### config.mk
export PLATFORM = sky130hd
export DESIGN_NAME = load_hazard_scoreboard_flat
export DESIGN_NICKNAME = d
export VERILOG_FILES = /design/src/rtl/load_hazard_scoreboard_pkg.sv /design/src/rtl/load_hazard_scoreboard_if.sv /design/src/rtl/load_hazard_scoreboard_scoreboard.sv /design/src/rtl/load_hazard_scoreboard.sv /design/src/flat_wrapper.sv
export SDC_FILE = /design/constraint.sdc
export NUM_CORES = 1
export LEC_CHECK = 0
export CAP_MARGIN = 25
export CORE_ASPECT_RATIO = 0.75
export CORE_MARGIN = 1
export CORE_UTILIZATION = 51
export DETAILED_ROUTE_END_ITERATION = 8
export PLACE_DENSITY = 0.84
export SETUP_SLACK_MARGIN = 0.05
export SLEW_MARGIN = 20
export SYNTH_ARGS = -nofsm -noshare
export SYNTH_HDL_FRONTEND = slang
export SYNTH_SLANG_ARGS = --single-unit
export TNS_END_PERCENT = 10
### constraint.sdc
create_clock -name clk -period 7.8 [get_ports clk]
set_clock_uncertainty 0.05 [all_clocks]
set_input_delay 2.34 -clock clk [delete_from_list [all_inputs] [get_ports clk]]
set_output_delay 2.34 -clock clk [all_outputs]
set_load 0.005 [all_outputs]
### src/rtl/load_hazard_scoreboard_pkg.sv
// Shared types and sizing for the load-use hazard scoreboard.
package hazard_pkg;

  localparam int NREGS = 32;  // architectural registers, x0 hardwired zero
  localparam int AW    = 5;   // log2(NREGS)
  localparam int CNT_W = 16;  // saturating stall-cycle counter width

  typedef enum logic [1:0] {
    RUN       = 2'd0,
    HAZ_STALL = 2'd1,
    MEM_WAIT  = 2'd2
  } hz_state_t;

  typedef logic [AW-1:0] reg_addr_t;

  localparam reg_addr_t REG_ZERO = '0;

endpackage

### src/rtl/load_hazard_scoreboard_if.sv
// Pipeline-side signal bundle: ID/EX/MEM/WB observations in, stall/flush controls out.
interface load_hazard_scoreboard_if;
  import hazard_pkg::*;

  logic                  id_valid;
  reg_addr_t             id_rs1;
  reg_addr_t             id_rs2;
  logic                  id_uses_rs1;
  logic                  id_uses_rs2;
  reg_addr_t             id_rd;
  logic                  id_regwrite;
  logic                  id_is_load;
  logic                  ex_branch_taken;
  logic                  mem_busy;
  logic                  wb_regwrite;
  reg_addr_t             wb_rd;
  logic                  stall_pc;
  logic                  stall_ifid;
  logic                  bubble_idex;
  logic                  flush_ifid;
  logic [NREGS-1:0]      pending_mask;
  logic [CNT_W-1:0]      stall_count;

  // Pipeline side: drives stage information, receives controls.
  modport master (
    output id_valid, id_rs1, id_rs2, id_uses_rs1, id_uses_rs2, id_rd,
           id_regwrite, id_is_load, ex_branch_taken, mem_busy,
           wb_regwrite, wb_rd,
    input  stall_pc, stall_ifid, bubble_idex, flush_ifid, pending_mask,
           stall_count
  );

  // Scoreboard side.
  modport slave (
    input  id_valid, id_rs1, id_rs2, id_uses_rs1, id_uses_rs2, id_rd,
           id_regwrite, id_is_load, ex_branch_taken, mem_busy,
           wb_regwrite, wb_rd,
    output stall_pc, stall_ifid, bubble_idex, flush_ifid, pending_mask,
           stall_count
  );

endinterface

### src/rtl/load_hazard_scoreboard_scoreboard.sv
// Per-register pending-load bits: set by an issuing load, cleared by
// write-back. A same-cycle set beats a clear because the set belongs to a
// newer load. Bit 0 never holds state.
module reg_scoreboard
  import hazard_pkg::*;
(
  input  logic             clk,
  input  logic             rst,
  input  logic             set_en,
  input  reg_addr_t        set_addr,
  input  logic             clr_en,
  input  reg_addr_t        clr_addr,
  output logic [NREGS-1:0] mask
);

  logic [NREGS-1:0] mask_reg;
  logic [NREGS-1:0] mask_next;

  genvar gi;
  generate
    for (gi = 0; gi < NREGS; gi++) begin : g_bit
      if (gi == 0) begin : g_zero
        assign mask_next[gi] = 1'b0;
      end else begin : g_reg
        logic set_hit;
        logic clr_hit;
        assign set_hit = set_en && (set_addr == AW'(gi));
        assign clr_hit = clr_en && (clr_addr == AW'(gi));
        assign mask_next[gi] = set_hit | (mask_reg[gi] & ~clr_hit);
      end
    end
  endgenerate

  // Register the whole mask; synchronous clear on reset.
  always_ff @(posedge clk) begin
    if (rst) mask_reg <= '0;
    else     mask_reg <= mask_next;
  end

  assign mask = mask_reg;

endmodule

### src/rtl/load_hazard_scoreboard.sv
// Load-use hazard scoreboard: stalls the front end while ID reads a register
// whose load has not reached write-back, freezes on data-memory waits, and
// flushes IF/ID on a taken branch. All controls are combinational so a hazard
// stalls in the same cycle the consumer sits in ID.
module load_hazard_scoreboard
  import hazard_pkg::*;
(
  input  logic                   clk,
  input  logic                   rst,
  load_hazard_scoreboard_if.slave bus
);

  hz_state_t        state_reg;
  hz_state_t        state_next;
  logic [CNT_W-1:0] stall_count_reg;
  logic [NREGS-1:0] pending;
  logic             hazard;
  logic             rs1_hit;
  logic             rs2_hit;
  logic             issue;
  logic             set_en;
  logic             clr_en;
  logic             stall_pc_c;
  logic             bubble_c;
  logic             flush_c;

  // A register being written back this cycle is forwardable, so it does not stall.
  always_comb begin
    rs1_hit = bus.id_uses_rs1 && pending[bus.id_rs1] &&
              !(bus.wb_regwrite && (bus.wb_rd == bus.id_rs1));
    rs2_hit = bus.id_uses_rs2 && pending[bus.id_rs2] &&
              !(bus.wb_regwrite && (bus.wb_rd == bus.id_rs2));
    hazard  = bus.id_valid && (rs1_hit || rs2_hit);
  end

  // Next state and controls; flush beats memory wait beats hazard.
  always_comb begin
    state_next = state_reg;
    stall_pc_c = 1'b0;
    bubble_c   = 1'b0;
    flush_c    = 1'b0;
    if (bus.ex_branch_taken) begin
      flush_c    = 1'b1;
      bubble_c   = 1'b1;
      state_next = bus.mem_busy ? MEM_WAIT : RUN;
    end else begin
      case (state_reg)
        MEM_WAIT: begin
          if (bus.mem_busy) begin
            stall_pc_c = 1'b1;
          end else if (hazard) begin
            // Leaving the wait re-evaluates the hazard in the same cycle.
            stall_pc_c = 1'b1;
            bubble_c   = 1'b1;
            state_next = HAZ_STALL;
          end else begin
            state_next = RUN;
          end
        end
        default: begin  // RUN and HAZ_STALL
          if (bus.mem_busy) begin
            stall_pc_c = 1'b1;
            state_next = MEM_WAIT;
          end else if (hazard) begin
            stall_pc_c = 1'b1;
            bubble_c   = 1'b1;
            state_next = HAZ_STALL;
          end else begin
            state_next = RUN;
          end
        end
      endcase
    end
  end

  // FSM state register.
  always_ff @(posedge clk) begin
    if (rst) state_reg <= RUN;
    else     state_reg <= state_next;
  end

  // Saturating count of cycles with the PC held.
  always_ff @(posedge clk) begin
    if (rst)
      stall_count_reg <= '0;
    else if (stall_pc_c && (stall_count_reg != {CNT_W{1'b1}}))
      stall_count_reg <= stall_count_reg + 1'b1;
  end

  assign issue  = bus.id_valid && !stall_pc_c && !flush_c;
  assign set_en = issue && bus.id_is_load && bus.id_regwrite &&
                  (bus.id_rd != REG_ZERO);
  assign clr_en = bus.wb_regwrite && (bus.wb_rd != REG_ZERO);

  reg_scoreboard u_sb (
    .clk      (clk),
    .rst      (rst),
    .set_en   (set_en),
    .set_addr (bus.id_rd),
    .clr_en   (clr_en),
    .clr_addr (bus.wb_rd),
    .mask     (pending)
  );

  assign bus.stall_pc     = stall_pc_c;
  assign bus.stall_ifid   = stall_pc_c;
  assign bus.bubble_idex  = bubble_c;
  assign bus.flush_ifid   = flush_c;
  assign bus.pending_mask = pending;
  assign bus.stall_count  = stall_count_reg;

endmodule

### src/flat_wrapper.sv
// flat-port wrapper written by rule: the top's interface ports become plain ports
module load_hazard_scoreboard_flat import hazard_pkg::*;
  (clk, rst, bus_id_valid, bus_id_rs1, bus_id_rs2, bus_id_uses_rs1, bus_id_uses_rs2, bus_id_rd, bus_id_regwrite, bus_id_is_load, bus_ex_branch_taken, bus_mem_busy, bus_wb_regwrite, bus_wb_rd, bus_stall_pc, bus_stall_ifid, bus_bubble_idex, bus_flush_ifid, bus_pending_mask, bus_stall_count);
  load_hazard_scoreboard_if bus_i ();
  input  logic clk;
  input  logic rst;
  input wire logic [$bits(bus_i.id_valid)-1:0] bus_id_valid;
  input wire logic [$bits(bus_i.id_rs1)-1:0] bus_id_rs1;
  input wire logic [$bits(bus_i.id_rs2)-1:0] bus_id_rs2;
  input wire logic [$bits(bus_i.id_uses_rs1)-1:0] bus_id_uses_rs1;
  input wire logic [$bits(bus_i.id_uses_rs2)-1:0] bus_id_uses_rs2;
  input wire logic [$bits(bus_i.id_rd)-1:0] bus_id_rd;
  input wire logic [$bits(bus_i.id_regwrite)-1:0] bus_id_regwrite;
  input wire logic [$bits(bus_i.id_is_load)-1:0] bus_id_is_load;
  input wire logic [$bits(bus_i.ex_branch_taken)-1:0] bus_ex_branch_taken;
  input wire logic [$bits(bus_i.mem_busy)-1:0] bus_mem_busy;
  input wire logic [$bits(bus_i.wb_regwrite)-1:0] bus_wb_regwrite;
  input wire logic [$bits(bus_i.wb_rd)-1:0] bus_wb_rd;
  output wire logic [$bits(bus_i.stall_pc)-1:0] bus_stall_pc;
  output wire logic [$bits(bus_i.stall_ifid)-1:0] bus_stall_ifid;
  output wire logic [$bits(bus_i.bubble_idex)-1:0] bus_bubble_idex;
  output wire logic [$bits(bus_i.flush_ifid)-1:0] bus_flush_ifid;
  output wire logic [$bits(bus_i.pending_mask)-1:0] bus_pending_mask;
  output wire logic [$bits(bus_i.stall_count)-1:0] bus_stall_count;
  assign bus_i.id_valid = bus_id_valid;
  assign bus_i.id_rs1 = bus_id_rs1;
  assign bus_i.id_rs2 = bus_id_rs2;
  assign bus_i.id_uses_rs1 = bus_id_uses_rs1;
  assign bus_i.id_uses_rs2 = bus_id_uses_rs2;
  assign bus_i.id_rd = bus_id_rd;
  assign bus_i.id_regwrite = bus_id_regwrite;
  assign bus_i.id_is_load = bus_id_is_load;
  assign bus_i.ex_branch_taken = bus_ex_branch_taken;
  assign bus_i.mem_busy = bus_mem_busy;
  assign bus_i.wb_regwrite = bus_wb_regwrite;
  assign bus_i.wb_rd = bus_wb_rd;
  assign bus_stall_pc = bus_i.stall_pc;
  assign bus_stall_ifid = bus_i.stall_ifid;
  assign bus_bubble_idex = bus_i.bubble_idex;
  assign bus_flush_ifid = bus_i.flush_ifid;
  assign bus_pending_mask = bus_i.pending_mask;
  assign bus_stall_count = bus_i.stall_count;
  load_hazard_scoreboard u_core (.clk(clk), .rst(rst), .bus(bus_i));
endmodule
Word-level counts from Yosys, hierarchy flattened
Index checks and enable logic that the tools add are counted.
{"block": "totals", "ff_bits": 48, "input_bits": 30, "out_inout_bits": 52, "wordCells": 257}
{"block": "op_classes", "addsub": 1, "order_cmp": 2, "n_eq_ne": 65, "muxes": 10, "bitwise_logic": 93, "reduce_logical": 83}
{"cell": "$eq 5x5->1 const B", "count": 32}
{"cell": "$eq 5x4->1 const B", "count": 16}
{"cell": "$logic_and 1x1->1", "count": 76}
{"cell": "$eq 5x3->1 const B", "count": 8}
{"cell": "$and 1x1->1", "count": 31}
{"cell": "$not 1->1", "count": 31}
{"cell": "$or 1x1->1", "count": 31}
{"cell": "$eq 5x2->1 const B", "count": 4}
{"cell": "$add 16x1->16 const B", "count": 1}
{"cell": "$ne 16x16->1 const B", "count": 1}
{"cell": "$lt 5x6->1 const B", "count": 2}
{"cell": "$bmux 1 s5", "count": 2}
{"cell": "$eq 5x1->1 const B", "count": 2}
{"cell": "$eq 5x5->1", "count": 2}
{"cell": "$reduce_bool 5->1", "count": 2}
{"cell": "$mux 1", "count": 8}
{"cell": "$logic_not 1->1", "count": 4}
{"cell": "$logic_or 1x1->1", "count": 1}

Depth between registers and ports, before layout
Gate-level depths: netlist (run 1).
{"block": "logic_depth", "depth_word": 17, "depth_mapped": 9, "depth_no_buf": 8}

Cells and area by module
Synthesis (run 1) repeated with hierarchy kept, for this count alone.
{"block": "hier_totals", "cells_unflattened": 326, "area_unflattened_um2": 2981.6}
{"mod": "load_hazard_scoreboard", "instances": 1, "cells_each": 167, "area_per_inst_um2": 1640.3}
{"mod": "reg_scoreboard", "instances": 1, "cells_each": 159, "area_per_inst_um2": 1341.3}

Worst setup path after synthesis (run 1)
Ideal clock, no wire load.
{"block": "synth_path", "kind": "input to output", "start": "input port bus_id_rs1[1]", "end": "output port bus_bubble_idex", "arrival_time_ns": 4.156, "required_time_ns": 5.410, "slack_ns": 1.254, "stages": 8, "path_buffers": 2, "cell_sequence": "buf_6 > mux2i_1 > mux4_2 > a221o_1 > nor3_1 > o21a_1 > clkbuf_1 > a21o_1"}
{"block": "synth_between", "elab_chain_len": 9, "elab_cells_between_ends": 12, "classes_between": "eq/ne (1); mux (5); reduce/logical (6)"}
{"element": "from (decl)", "line": "flat_wrapper.sv:8", "text": "input wire logic [$bits(bus_i.id_rs1)-1:0] bus_id_rs1;"}
{"element": "$bmux 1 s5 or $eq 5x5->1 (tied branches)", "line": "load_hazard_scoreboard.sv:29, load_hazard_scoreboard.sv:30"}
{"element": "$mux 1 (not written as such) or $logic_and 1x1->1 (tied branches)", "line": "load_hazard_scoreboard.sv:29, load_hazard_scoreboard.sv:30"}
{"element": "$logic_and 1x1->1 or $logic_not 1->1 (tied branches)", "line": "load_hazard_scoreboard.sv:29, load_hazard_scoreboard.sv:30"}
{"element": "$logic_and 1x1->1 *", "line": "load_hazard_scoreboard.sv:29", "text": "rs1_hit = bus.id_uses_rs1 && pending[bus.id_rs1] &&"}
{"element": "$logic_or 1x1->1 *", "line": "load_hazard_scoreboard.sv:33", "text": "hazard = bus.id_valid && (rs1_hit || rs2_hit);"}
{"element": "$logic_and 1x1->1 *", "line": "load_hazard_scoreboard.sv:33"}
{"element": "$mux 1 *", "line": "load_hazard_scoreboard.sv:51, load_hazard_scoreboard.sv:64"}
{"element": "$mux 1 *", "line": "load_hazard_scoreboard.sv:61", "text": "if (bus.mem_busy) begin"}
{"element": "$mux 1 *", "line": "load_hazard_scoreboard.sv:42", "text": "if (bus.ex_branch_taken) begin"}
{"element": "to (decl)", "line": "flat_wrapper.sv:21", "text": "output wire logic [$bits(bus_i.bubble_idex)-1:0] bus_bubble_idex;"}
Mark *: on every way between the ends. The rest lies on a longest branch, timed or not. The select of a mux whose other input is x is not followed.

Worst setup path after layout (run 1)
{"block": "layout_path", "start": "input port bus_id_rs1[1]", "end": "output port bus_stall_pc"}
{"block": "layout_between", "elab_chain_len": 9, "elab_cells_between_ends": 12, "classes_between": "eq/ne (1); mux (5); reduce/logical (6)"}
{"element": "$bmux 1 s5 or $eq 5x5->1 (tied branches)", "line": "load_hazard_scoreboard.sv:29, load_hazard_scoreboard.sv:30"}
{"element": "$mux 1 (not written as such) or $logic_and 1x1->1 (tied branches)", "line": "load_hazard_scoreboard.sv:29, load_hazard_scoreboard.sv:30"}
{"element": "$logic_and 1x1->1 or $logic_not 1->1 (tied branches)", "line": "load_hazard_scoreboard.sv:29, load_hazard_scoreboard.sv:30"}
{"element": "$logic_and 1x1->1 *", "line": "load_hazard_scoreboard.sv:29"}
{"element": "$logic_or 1x1->1 *", "line": "load_hazard_scoreboard.sv:33"}
{"element": "$logic_and 1x1->1 *", "line": "load_hazard_scoreboard.sv:33"}
{"element": "$mux 1 *", "line": "load_hazard_scoreboard.sv:51, load_hazard_scoreboard.sv:64"}
{"element": "$mux 1 *", "line": "load_hazard_scoreboard.sv:49", "text": "if (bus.mem_busy) begin"}
{"element": "$mux 1 *", "line": "load_hazard_scoreboard.sv:42"}
{"element": "to (decl)", "line": "flat_wrapper.sv:19", "text": "output wire logic [$bits(bus_i.stall_pc)-1:0] bus_stall_pc;"}
Marks and branches as above.

==> run_results.csv, run 1 <==
group,metric,value,unit
outcome,status,"completed",
place,port_buffers,80,
sta,min_period,7482,ps
critical_path,crit_top_cell,"clkdlybuf4s50_1",
yosys,synth_cells,359,
yosys,yosysMostFrequentCell,"dfxtp_1",
finish,multiInputGateArea,2053,um^2
clock_network,post_cts_buffers,0,
drt,vias_per_cell,6.383,
floorplan,core,5916,um^2
drt,met1_length,4259,um
critical_path,end_kind,"output pin",
drt,final_antenna_net_count,0,
finish,n_antenna_cell,0,
yosys,syn_nets,390,
yosys,yosysTopAreaCell,"dfxtp_1",
drt,drt-pass1-iter-count,7,
clock_network,cts_resized,0,
place,placedCellCount,499,
finish,register_area,940.9,um^2
clock_network,clk_pin_slew,90,ps
grt,grt-ovfl-total,0,
floorplan,io_pins,82,
finish,fin_cells,507,
finish,fillers,478,
yosys,netlist.area_leader.share,29.47,%
grt,grt_pass1_vias,2970,
drt,dr.max_layer_used,"met4",
grt,gr-usage-all-layers,30.76,%
sta,fin_crit_sh,95.92,%
drt,num_vias,3236,
finish,drive_above_1_share,10.96,%
grt,antenna_found_initial,0,
yosys,synthTopCellsByArea,"dfxtp_1 29%, mux4_2 7.1%, nor2b_1 6.9%, o21ai_0 4.2%, nand2_1 3.5%",
critical_path,path_class,"primary input to output pin",
critical_path,slowest_stage,"clkdlybuf4s50_1",
critical_path,ff2ff_setup_slack,4900,ps
place,place.gp.congestion,0.9171,
critical_path,crit_family,"buffers and inverters",
sta,worst_pin_slew,619.6,ps
floorplan,rows,24,
sta,fin_hold_ws,450.9,ps
yosys,synth_edf_count,0,
critical_path,critical_path.cell_chain,"clkdlybuf4s50_1 -> mux2i_1 -> mux4_2 -> a221o_1 -> nor4_2 -> nor3_4 -> inv_2 -> clkdlybuf4s50_1",
yosys,synth_flop_cell,"dfxtp_1",
sta,hold_viol,0,
critical_path,cp_max_fo,7,
clock_network,postCtsHoldBufs,0,
floorplan,start_util,53.98,%
drt,routedWlPerCell,19.55,um
yosys,ys_async_sr_fraction,0,%
grt,grt_max_degree,58,
yosys,synth_cell_types,64,
critical_path,path_buf_inv,3,
sta,fmax,133.7,MHz
finish,num-nets-final,459,
critical_path,cp.arrival,5090,ps
power_and_ir_drop,p_per_area,116.6,nW/um^2
yosys,avgSynthCellArea,8.894,um^2
drt,wl_met2,4191,um
hold_path,hold_class,"register to register",
clock_network,cts-root-buf,"clkbuf_8",
yosys,yosys_warnings,0,
yosys,ys_seq_area_share,29.47,%
place,place_ws,327.8,ps
sta,setup_slack,318.3,ps
clock_network,clock_path_buffers,2,
drt,wl_met3,1304,um
critical_path,worstPathRequired,5410,ps
yosys,synth-seq-cells,47,
sta,slew_headroom,58.56,%
floorplan,die_w,93.37,um
clock_network,numCtsBuffers,5,
sta,drv_slew,0,
power_and_ir_drop,irDropWorstVdd,0.08704,mV
finish,largest_reg_flops,31,
drt,drc,0,
sta,setup-tns-final,0,ps
critical_path,worstSetupStartpointType,"primary input",
floorplan,die_area,6585,um^2
run,drv_cap,0,
grt,grt_pass1_wl,15600,um
sta,rsz0062_at_grt,"no",
yosys,synth_commonest_cells,"47 x dfxtp_1, 35 x nor2b_1, 30 x nand2_1",
yosys,syn_area,3193,um^2
floorplan,dieHeight,70.53,um
clock_network,clk_latency,300,ps
critical_path,slowest_delay,690,ps
finish,syn2layout_area_growth,27.74,%
clock_network,cts_sinks,47,
clock_network,cts_tree,"built",
power_and_ir_drop,power.leakage,1.390,nW
sta,finalSetupViolCount,0,
drt,routed_wl,9910,um
drt,initialDrtViolationCount,353,
place,dp_hpwl,7461,um
clock_network,htree_levels,2,
## path summary, 6_finish.rpt
| path | from | end | cells past startpoint |
|---|---|---|---|
| min reg2reg | u_core.bus.stall_count[11] | u_core.bus.stall_count[11] | 2 |
| max reg2reg | u_core.u_sb.mask[12] | u_core.u_sb.mask[25] | 8 |
| min | u_core.bus.stall_count[11] | u_core.bus.stall_count[11] | 2 |
| max | bus_id_rs1[1] | bus_stall_pc | 8 |
## routing by layer
layer / GRT usage (%) / vias to the layer above
li1: - / 1475
met1: 46.20 / 1525
met2: 44.12 / 221
met3: 7.407 / 15
met4: 7.521 / 0
met5: 0 / -
## per-stage QoR
stage | util (%) | cell area [um^2] | power (W)
final | 68.95 | 4079 | 0.0004756
after global routing | 68.95 | 4079 | 0.0004912
after CTS | 68.95 | 4079 | 0.0004741
after detailed placement | 67.45 | 3990 | 0.0003257
after global placement | 67.45 | 3990 | 0.0003247
after floorplan | - | 3193 | 0.0002937
## layout by cell type (no fill, tap or decap), types with 3 or more instances in the layout
cell type and count:
and2_1 3, mux2_2 7, nor2b_1 35, mux2i_1 3
inv_1 8, nand4_1 4, nand4b_1 3, o2111ai_1 3
clkdlybuf4s50_1 80, mux2_1 3, and3_1 6, o21ai_0 27
xnor2_1 6, or3_1 5, mux4_2 10, nand2b_1 3
mux4_1 4, nand3b_1 12, dfxtp_1 47, nand2_1 30
buf_4 8, o21ai_1 8, xor2_1 4, o41ai_1 10
nand3_1 11, clkbuf_8 5, nor2_1 15, nor3_1 5
and3b_1 3, a21oi_1 10, o31ai_1 15
## power breakdown
part / internal [W] / leakage [nW] / switching [W]
combinational: 0.0000367 / 0.970 / 0.0000428
sequential: 0.000241 / 0.379 / 0.00000161
clock: 0.0000646 / 0.0418 / 0.0000891
total: 0.000342 / 1.39 / 0.000134
## cells by family (layout without fill, tap and decap cells)
family / count (synthesis) / count (layout) / synth area share, %
flops: 47 / 47 / 29.47
compound gates: 86 / 86 / 17.79
fa+ha+maj: 1 / 1 / 0.3918
other cells: 1 / 1 / 0.1174
simple gates: 151 / 151 / 28.45
mux: 27 / 27 / 14.81
buf+inv: 36 / 106 / 6.230
xor+xnor: 10 / 10 / 2.743
## tightest hold or removal path, stage by stage, from the launching register on
cell	delay, ps
dfxtp_1	340
o41ai_1	60
a21oi_1	60
## layout make-up
type / instances / area share [%]
Inverter: 10 / 0.9202
Multi-Input combinational cell: 276 / 50.34
Timing Repair Buffer: 88 / 21.10
Clock inverter: 2 / 0.3988
Clock buffer: 6 / 1.779
Tap cell: 78 / 2.393
Sequential cell: 47 / 23.07
No activity file was read; power rests on OpenSTA's default activity.
==> inputs of run 2 (changes only) <==
--- a/config.mk
+++ b/config.mk
@@ -8,9 +8,9 @@
 export CAP_MARGIN = 25
 export CORE_ASPECT_RATIO = 0.75
 export CORE_MARGIN = 1
-export CORE_UTILIZATION = 51
+export CORE_UTILIZATION = 50
 export DETAILED_ROUTE_END_ITERATION = 8
-export PLACE_DENSITY = 0.84
+export PLACE_DENSITY = 0.82
 export SETUP_SLACK_MARGIN = 0.05
 export SLEW_MARGIN = 20
 export SYNTH_ARGS = -nofsm -noshare
==> constraint.sdc (replaced) <==
create_clock -name clk -period 7.13 [get_ports clk]
set_clock_uncertainty 0.05 [all_clocks]
set_input_delay 2.139 -clock clk [delete_from_list [all_inputs] [get_ports clk]]
set_output_delay 2.139 -clock clk [all_outputs]
set_load 0.005 [all_outputs]
==> run_results.csv, run 2 (same netlist as run 1, synthesis figures left out) <==
group,metric,value,unit
sta,fin_crit_sh,98.02,%
power_and_ir_drop,p_seq_share,48.2,%
clock_network,cts_sinks,47,
critical_path,ff2ff_setup_slack,4230,ps
grt,gr-usage-all-layers,31.17,%
finish,largest_reg_flops,31,
power_and_ir_drop,cellInternalPower,0.0004081,W
place,place.gp.congestion,0.9188,
finish,n_antenna_cell,0,
clock_network,post_cts_buffers,0,
power_and_ir_drop,pwr-share-clk,35.4,%
finish,syn2layout_area_growth,29.47,%
drt,vias_per_cell,6.332,
drt,drc,0,
clock_network,postCtsHoldBufs,0,
critical_path,worstPathRequired,4940,ps
drt,final_antenna_net_count,0,
sta,slew_headroom,40.09,%
critical_path,reg2reg_depth,8,
power_and_ir_drop,switching_share,25.86,%
hold_path,hold_depth,2,
place,dp_hpwl,7603,um
finish,final_common_cell,"clkdlybuf4s50_1",
critical_path,cp.arrival,4800,ps
drt,num_vias,3223,
clock_network,clock_path_buffers,2,
sta,setup-tns-final,0,ps
sta,finalSetupViolCount,0,
clock_network,htree_levels,2,
place,placedCellCount,502,
sta,hold_viol,0,
outcome,status,"completed",
critical_path,end_kind,"output pin",
clock_network,cts-root-buf,"clkbuf_8",
floorplan,core,5976,um^2
power_and_ir_drop,p_comb_share,16.4,%
sta,fmax,143.1,MHz
critical_path,worstSetupStartpointType,"primary input",
sta,fin_hold_ws,448.8,ps
power_and_ir_drop,irDropWorstVdd,0.07365,mV
run,drv_cap,0,
sta,drv_slew,0,
hold_path,hold_class,"register to register",
power_and_ir_drop,total_power,0.0005505,W
grt,grt_pass1_wl,15880,um
place,port_buffers,80,
finish,layout_common_cells,"79 x clkdlybuf4s50_1, 47 x dfxtp_1, 35 x nor2b_1, 30 x nand2_1, 27 x o21ai_0",
clock_network,clk_latency,310,ps
clock_network,cts_resized,0,
power_and_ir_drop,p_per_area,133.2,nW/um^2
grt,grt-ovfl-total,0,
floorplan,io_pins,82,
floorplan,rows,24,
power_and_ir_drop,power.leakage,1.427,nW
drt,drt-pass1-iter-count,5,
floorplan,die_w,94.28,um
drt,routedWlPerCell,19.89,um
grt,grt_max_degree,34,
floorplan,start_util,53.43,%
grt,antenna_found_initial,0,
drt,initialDrtViolationCount,354,
grt,grt_pass1_vias,3007,
finish,num-nets-final,462,
clock_network,clk_pin_slew,80,ps
power_and_ir_drop,switchingPower,0.0001424,W
finish,drive_above_1_share,11.60,%
critical_path,path_class,"primary input to output pin",
drt,routed_wl,10120,um
critical_path,cp_max_fo,10,
finish,fin_cells,509,
clock_network,numCtsBuffers,5,
clock_network,cts_tree,"built",
floorplan,dieHeight,71.21,um
sta,rsz0062_at_grt,"no",
sta,min_period,6989,ps
sta,worst_pin_slew,895.9,ps
floorplan,die_area,6713,um^2
## run 2: changes by cell type in the layout (fill, tap and decap cells not counted)
cell             delta
buf_12              +1
clkdlybuf4s50_1     -1
clkbuf_1            -1
bufinv_16           +1
buf_4               +2
dlymetal6s2s_1      +1
inv_6               -1
## run 2: power by group through the flow
stage               combinational, W  sequential (W)  clock (W)
detailed placement         0.0000881        0.000271          0
global placement           0.0000863        0.000271          0
floorplan                  0.0000503        0.000271          0
finish                     0.0000902        0.000265   0.000195
CTS                        0.0000888        0.000265   0.000197
global route               0.0000963        0.000265   0.000207
## run 2: path summary, 6_finish.rpt
check | start | end
worst max register to register | u_core.u_sb.mask[19] | u_core.u_sb.mask[5]
worst min-delay path | u_core.bus.stall_count[11] | u_core.bus.stall_count[11]
worst min register to register | u_core.bus.stall_count[11] | u_core.bus.stall_count[11]
worst max-delay path | bus_id_rs1[1] | bus_stall_pc
## run 2: metal layers
layer  GRT usage (%)  wire length (um)
met1           47.75              4549
met2           45.33              4286
met3           4.624              1173
met4           8.205               115
met5               0                 0
## run 2: stage by stage
stage / util [%] / area, um^2 / setup slack [ps]
finish: 69.18 / 4134 / 140.9
global route: 69.18 / 4134 / 60.01
CTS: 69.14 / 4131 / 91.45
detailed placement: 67.36 / 4025 / 120.3
global placement: 67.36 / 4025 / 181.4
floorplan: - / 3193 / 986.5
## run 2: area by class of cell
type,count,area [um^2]
clock inverter,2,37.54
timing repair buffer,91,898.4
multi-input combinational,276,2053
inverter,10,37.54
fill,487,1842
tap,78,97.59
clock buffer,5,68.82
sequential,47,940.9
## run 2: critical path: stages
cell,delay [ps]
clkdlybuf4s50_1,510
buf_12,150
mux2i_1,70
mux4_2,490
a221o_1,380
nor4_2,390
nor3_4,90
inv_2,80
clkdlybuf4s50_1,500
